[config.mk]
export PLATFORM = sky130hd
export DESIGN_NAME = ex_muldiv_unit
export DESIGN_NICKNAME = d
export VERILOG_FILES = /design/src/rtl/ex_muldiv_unit.sv
export SDC_FILE = /design/constraint.sdc
export NUM_CORES = 1
export LEC_CHECK = 0
export BUFFER_PORTS_ARGS = -buffer_cell sky130_fd_sc_hd__buf_2
export CORE_UTILIZATION = 55
export DETAILED_ROUTE_END_ITERATION = 10
export PLACE_DENSITY_LB_ADDON = 0.3
export SLEW_MARGIN = 15
export SYNTH_ARGS = -nofsm -noshare
export SYNTH_HDL_FRONTEND = slang
export SYNTH_SLANG_ARGS = --single-unit
[constraint.sdc]
create_clock -name clk -period 7.55 [get_ports clk]
set_input_delay 1.1325 -clock clk [delete_from_list [all_inputs] [get_ports clk]]
set_output_delay 1.1325 -clock clk [all_outputs]
set_load 0.03 [all_outputs]
[src/rtl/ex_muldiv_unit.sv]
// ex_muldiv_unit: iterative MULT/MULTU/DIV/DIVU unit owning HI/LO, one bit per cycle.
// Define MULDIV_EARLY_TERM_EN to let multiplies finish once the remaining multiplier bits are zero.
module ex_muldiv_unit #(
    parameter int WIDTH = 32,
    parameter int CNT_W = 6
) (
    input  logic             clk,
    input  logic             reset,
    input  logic             start,
    input  logic [1:0]       op,
    input  logic [WIDTH-1:0] opA,
    input  logic [WIDTH-1:0] opB,
    input  logic             hi_we,
    input  logic             lo_we,
    input  logic [WIDTH-1:0] wr_data,
    input  logic             flush,
    output logic             busy,
    output logic             done,
    output logic [WIDTH-1:0] hi_out,
    output logic [WIDTH-1:0] lo_out
);
    typedef enum logic [1:0] {IDLE, RUN, FIN} state_t;
    state_t state, state_nx;
    logic [CNT_W-1:0]   cnt;
    logic [2*WIDTH-1:0] acc, step, prod, prod_s;
    logic [WIDTH-1:0]   m, a_raw, hi, lo, abs_a, abs_b, q_s, r_s, res_hi, res_lo;
    logic [WIDTH:0]     sum, rem_sh, diff;
    logic [1:0]         op_r;
    logic               neg_q, neg_r, div0, done_r, sign_a, sign_b, ge, early, is_div;

    always_ff @(posedge clk or posedge reset) begin
        if (reset) state <= IDLE;
        else       state <= state_nx;
    end

    always_comb begin
        state_nx = IDLE;
        if (state == IDLE)
            state_nx = (start && !flush) ? RUN : IDLE;
        else if (state == RUN)
            state_nx = flush ? IDLE : (early || cnt == CNT_W'(1)) ? FIN : RUN;
    end

    always_comb begin
        busy   = state != IDLE;
        done   = done_r;
        hi_out = hi;
        lo_out = lo;
    end

    // Operand magnitudes and result signs, captured at issue.
    always_comb begin
        sign_a = ~op[0] & opA[WIDTH-1];
        sign_b = ~op[0] & opB[WIDTH-1];
        abs_a  = sign_a ? -opA : opA;
        abs_b  = sign_b ? -opB : opB;
    end

    // Upper half of acc is the partial product or remainder; lower half the multiplier or quotient.
    always_comb begin
        is_div = op_r[1];
        sum    = {1'b0, acc[2*WIDTH-1:WIDTH]} + {1'b0, m};
        rem_sh = {acc[2*WIDTH-1:WIDTH], acc[WIDTH-1]};
        diff   = rem_sh - {1'b0, m};
        ge     = rem_sh >= {1'b0, m};
        step   = is_div ? {ge ? diff[WIDTH-1:0] : rem_sh[WIDTH-1:0], acc[WIDTH-2:0], ge}
               : acc[0] ? {sum, acc[WIDTH-1:1]} : {1'b0, acc[2*WIDTH-1:1]};
`ifdef MULDIV_EARLY_TERM_EN
        early  = !is_div && ((acc[WIDTH-1:0] & ~({WIDTH{1'b1}} << cnt)) == '0);
        prod   = acc >> cnt;
`else
        early  = 1'b0;
        prod   = acc;
`endif
        prod_s = neg_q ? -prod : prod;
        q_s    = neg_q ? -acc[WIDTH-1:0] : acc[WIDTH-1:0];
        r_s    = neg_r ? -acc[2*WIDTH-1:WIDTH] : acc[2*WIDTH-1:WIDTH];
        res_hi = is_div ? (div0 ? a_raw : r_s) : prod_s[2*WIDTH-1:WIDTH];
        res_lo = is_div ? (div0 ? {WIDTH{1'b1}} : q_s) : prod_s[WIDTH-1:0];
    end

    always_ff @(posedge clk or posedge reset) begin
        if (reset) begin
            cnt    <= '0;
            acc    <= '0;
            m      <= '0;
            a_raw  <= '0;
            hi     <= '0;
            lo     <= '0;
            op_r   <= '0;
            neg_q  <= 1'b0;
            neg_r  <= 1'b0;
            div0   <= 1'b0;
            done_r <= 1'b0;
        end else begin
            done_r <= 1'b0;
            if (state == IDLE) begin
                if (hi_we) hi <= wr_data;
                if (lo_we) lo <= wr_data;
                if (start && !flush) begin
                    acc   <= {{WIDTH{1'b0}}, op[1] ? abs_a : abs_b};
                    m     <= op[1] ? abs_b : abs_a;
                    a_raw <= opA;
                    op_r  <= op;
                    neg_q <= sign_a ^ sign_b;
                    neg_r <= sign_a;
                    div0  <= opB == '0;
                    cnt   <= CNT_W'(WIDTH);
                end
            end else if (state == RUN) begin
                if (!flush && !early) begin
                    acc <= step;
                    cnt <= cnt - CNT_W'(1);
                end
            end else if (state == FIN && !flush) begin
                hi     <= res_hi;
                lo     <= res_lo;
                done_r <= 1'b1;
            end
        end
    end
endmodule
==> metrics.md <==
| Metric | Value |
|---|---|
| Outcome | complete, no violations |
| RSZ-0062 raised after global routing | false |
| Via density | 6.723 |
| DP Area | about 18000 um^2 |
| Tot GR Track Use | 42.27% |
| Clock root cell | clkbuf_16 |
| Maximum fanout along the worst path | 32 |
| WL final | 68.08 mm |
| Clk_lat worst skew | ~540 ps |
| Area Overhead vs Synth | 10.14% |
| Final Instance Count excl. Fillers | 2703 |
| Seq/Total Area, Yosys | 29.85% |
| Final #Nets | 2468 |
| CP Data Required Time | about 8000 ps |
| FF-to-FF Start | acc[39] |
| Final setup fails | 0 |
| Max cap viols | 0 |
| DRT Pass-1 Iters | 6 |
| Startpoint types | register |
| Minimum clock period | roughly 4100 ps |
| Top FF cell, synth | dfrtp_1 |
| Crit. End Element | register |
| Fin Hold WS | 474.7 ps |
| Row count | 64 |
| Max Root-Sink Buffers | 3 |
| Placed insts | 2661 |
| GPL Wtd Cong | 1.014 |
| Setup crit end | acc[62] |
| Clock sinks | approximately 210 |
| Remaining Overflow, GRT | 0 |
| DP HPWL | 50.88 mm |
| Leakage | between 8 and 9 nW |
| Syn avg cell area | 7.699 um^2 |
| CP Class | reg2reg |
| First-pass GRT wire length | ~100 mm |
| Initial DRC Count | 2496 |
| Post-synth top area share | 29.85% |
| Setup slack, reg-to-reg | 3440 ps |
| Setup repair bufs after CTS | 0 |
| TNS Setup | 0 ps |
| Cell accounting for the most synthesized area | dfrtp_1 |
| Chip width | 178.8 um |
| Distinct cells, synth | 75 |
| Synth Instances | 2232 |
| Post-synth EDFFs | 0 |
| Die area | 31960 um^2 |
| #FFs+latches synth | 205 |
| FF-to-FF End | acc[62] |
| Slew Viols, Final | 0 |
| Worst setup path startpoint | acc[39] |
| Tightest Hold Check Type | reg2reg |
| Port bufs | 169 |
| CTS buffer count | 25 |
| Asr flop ratio synth | between 90% and 100% |
| Routed len/inst | 25.19 um |
| Post-CTS resize count | 0 |
| Worst IR Drop VDD | 187.7 uV |
| Syn Nets | 2408 |
| Ant diodes | 0 |
| Worst r2r path cells | 11 |
| Tcrit/Tclk final | a little over half |
| Post-route cell area | 18930 um^2 |
| Die Y | 178.8 um |
| Hold Vio Cnt, Final | 0 |
| Max H-tree Level | 1 |
| Power Density | 414.1 nW/um^2 |
| Worst Skew | 16.47 ps |
| Tightest Pin Transition | 1111 ps |
| Antenna Violating Nets Remaining | 0 |
| Ports | 170 |
| Maximum clock rate | 243.2 MHz |
| Number of global-route vias before repair | approximately 17000 |
| Hold_buf cts | 0 |
| Total chip power | between 0.007 and 0.008 W |
| Relative slew slack | 25.37% |
| Core area | 30670 um^2 |
| Largest net degree at the start of global routing | between 90 and 100 |
| Residual DRC | 0 |
| DR vias | 18173 |
| Area contributors post-synth | dfrtp_1 (30%), nand2_1 (7.2%), o21ai_0 (6.1%) |
| Initial core utilization | 56.03% |
| CP arrival | approximately 4600 ps |
| Syn. warnings | 0 |
| Layout cells sized above 1 | between 10% and 20% |
| Reg clk slew, reported paths | 60 ps |
| TritonCTS clock tree | yes |
| Initial antenna violation count | 3 |
| Synthesized area | about 17000 um^2 |
==> state kept, by name, indices dropped and copies added (netlist names), 2 cells and up <==
signal	cells
acc	64
m	32
a_raw	32
hi_out	32
cnt	6
state	2
lo_out	32
==> cell families after synthesis <==
logic type | after synthesis | share of synthesized area [%]
xor gates and xnor gates | 171 | 8.716
muxes | 76 | 4.478
adders and majority gates | 72 | 5.330
and+or+nand+nor | 738 | 19.72
AOI/OAI and AO/OA | 737 | 26.63
DFF | 205 | 29.85
buffers and inverters | 233 | 5.264
==> layout by cell type (no fill, tap or decap), types with 13 or more instances in the layout <==
cell	count
a211oi_1	39
a21o_1	34
a21oi_1	188
a22o_1	14
a31oi_1	24
and2_1	14
and3_1	13
buf_2	169
buf_4	24
clkbuf_16	25
dfrtp_1	203
ha_1	70
inv_1	69
mux2i_1	69
nand2_1	329
nand2b_1	14
nand3_1	44
nand4_1	20
nor2_1	156
nor2b_1	15
nor3_1	37
nor4_1	20
o211ai_1	17
o21ai_0	209
o21ai_1	13
o221ai_1	27
o22ai_1	45
o31ai_1	23
or3_1	31
or4_1	13
xnor2_1	105
xor2_1	66
==> synth_stat cells (all sizes together), types with 10 or more instances <==
library cell / count
a211oi: 39
a21o: 34
a21oi: 191
a22o: 14
a31oi: 24
and2: 14
and3: 13
buf: 25
clkbuf: 135
dfrtp: 205
ha: 70
inv: 71
mux2i: 69
nand2: 329
nand2b: 14
nand3: 44
nand4: 20
nor2: 159
nor2b: 15
nor3: 37
nor4: 21
o211ai: 17
o21a: 10
o21ai: 226
o21bai: 11
o221ai: 27
o22a: 10
o22ai: 45
o31ai: 23
o41ai: 11
or3: 33
or4: 17
xnor2: 105
xor2: 66
==> metal layers <==
layer  routed length [um]  GRT usage, %
met1                28090         58.78
met2                28970         63.24
met3                 7698         9.330
met4                 3299         17.23
met5                   26             0
==> critical path, stage by stage, from the launching register on <==
cell and delay (ps):
dfrtp_1 660, ha_1 410, a21oi_1 160, o21ai_0 130, and2_1 200, nor3_1 400
o21ai_0 310, a21oi_4 570, buf_4 440, mux2i_1 130, a211o_1 320, o31ai_1 250
==> stage by stage <==
step,setup WS (ps),util (%)
after detailed placement,3479,59.13
after CTS,3516,61.70
after floorplan,821.7,-
final,3439,61.71
after global routing,3259,61.71
after global placement,3528,59.13
==> final cells by class <==
class                   instances  area (um^2)
clock buffers                  32        681.9
clock inverters                10        107.6
fillers                      2843        11740
inverters                      73        281.5
multi-input cells            1794        11200
flip-flops and latches        205         5135
well taps                     396        495.5
repair buffers                193         1026
==> worst min path at each step <==
stage	startpoint	endpoint	cells after the start
final	lo_out[9]	lo_out[9]	1
after global routing	hi_out[4]	hi_out[4]	2
after CTS	lo_out[9]	lo_out[9]	1
after detailed placement	lo_out[9]	lo_out[9]	1
after global placement	lo_out[31]	lo_out[31]	2
after floorplan	a_raw[16]	a_raw[16]	2
==> power by group <==
part           switching [W]  leakage [nW]  internal [W]
Clock               0.000508         0.383      0.000701
Combinational        0.00279          5.43       0.00168
Sequential          0.000703          2.50       0.00146
Note: power is estimated with default switching activity, not from simulation.
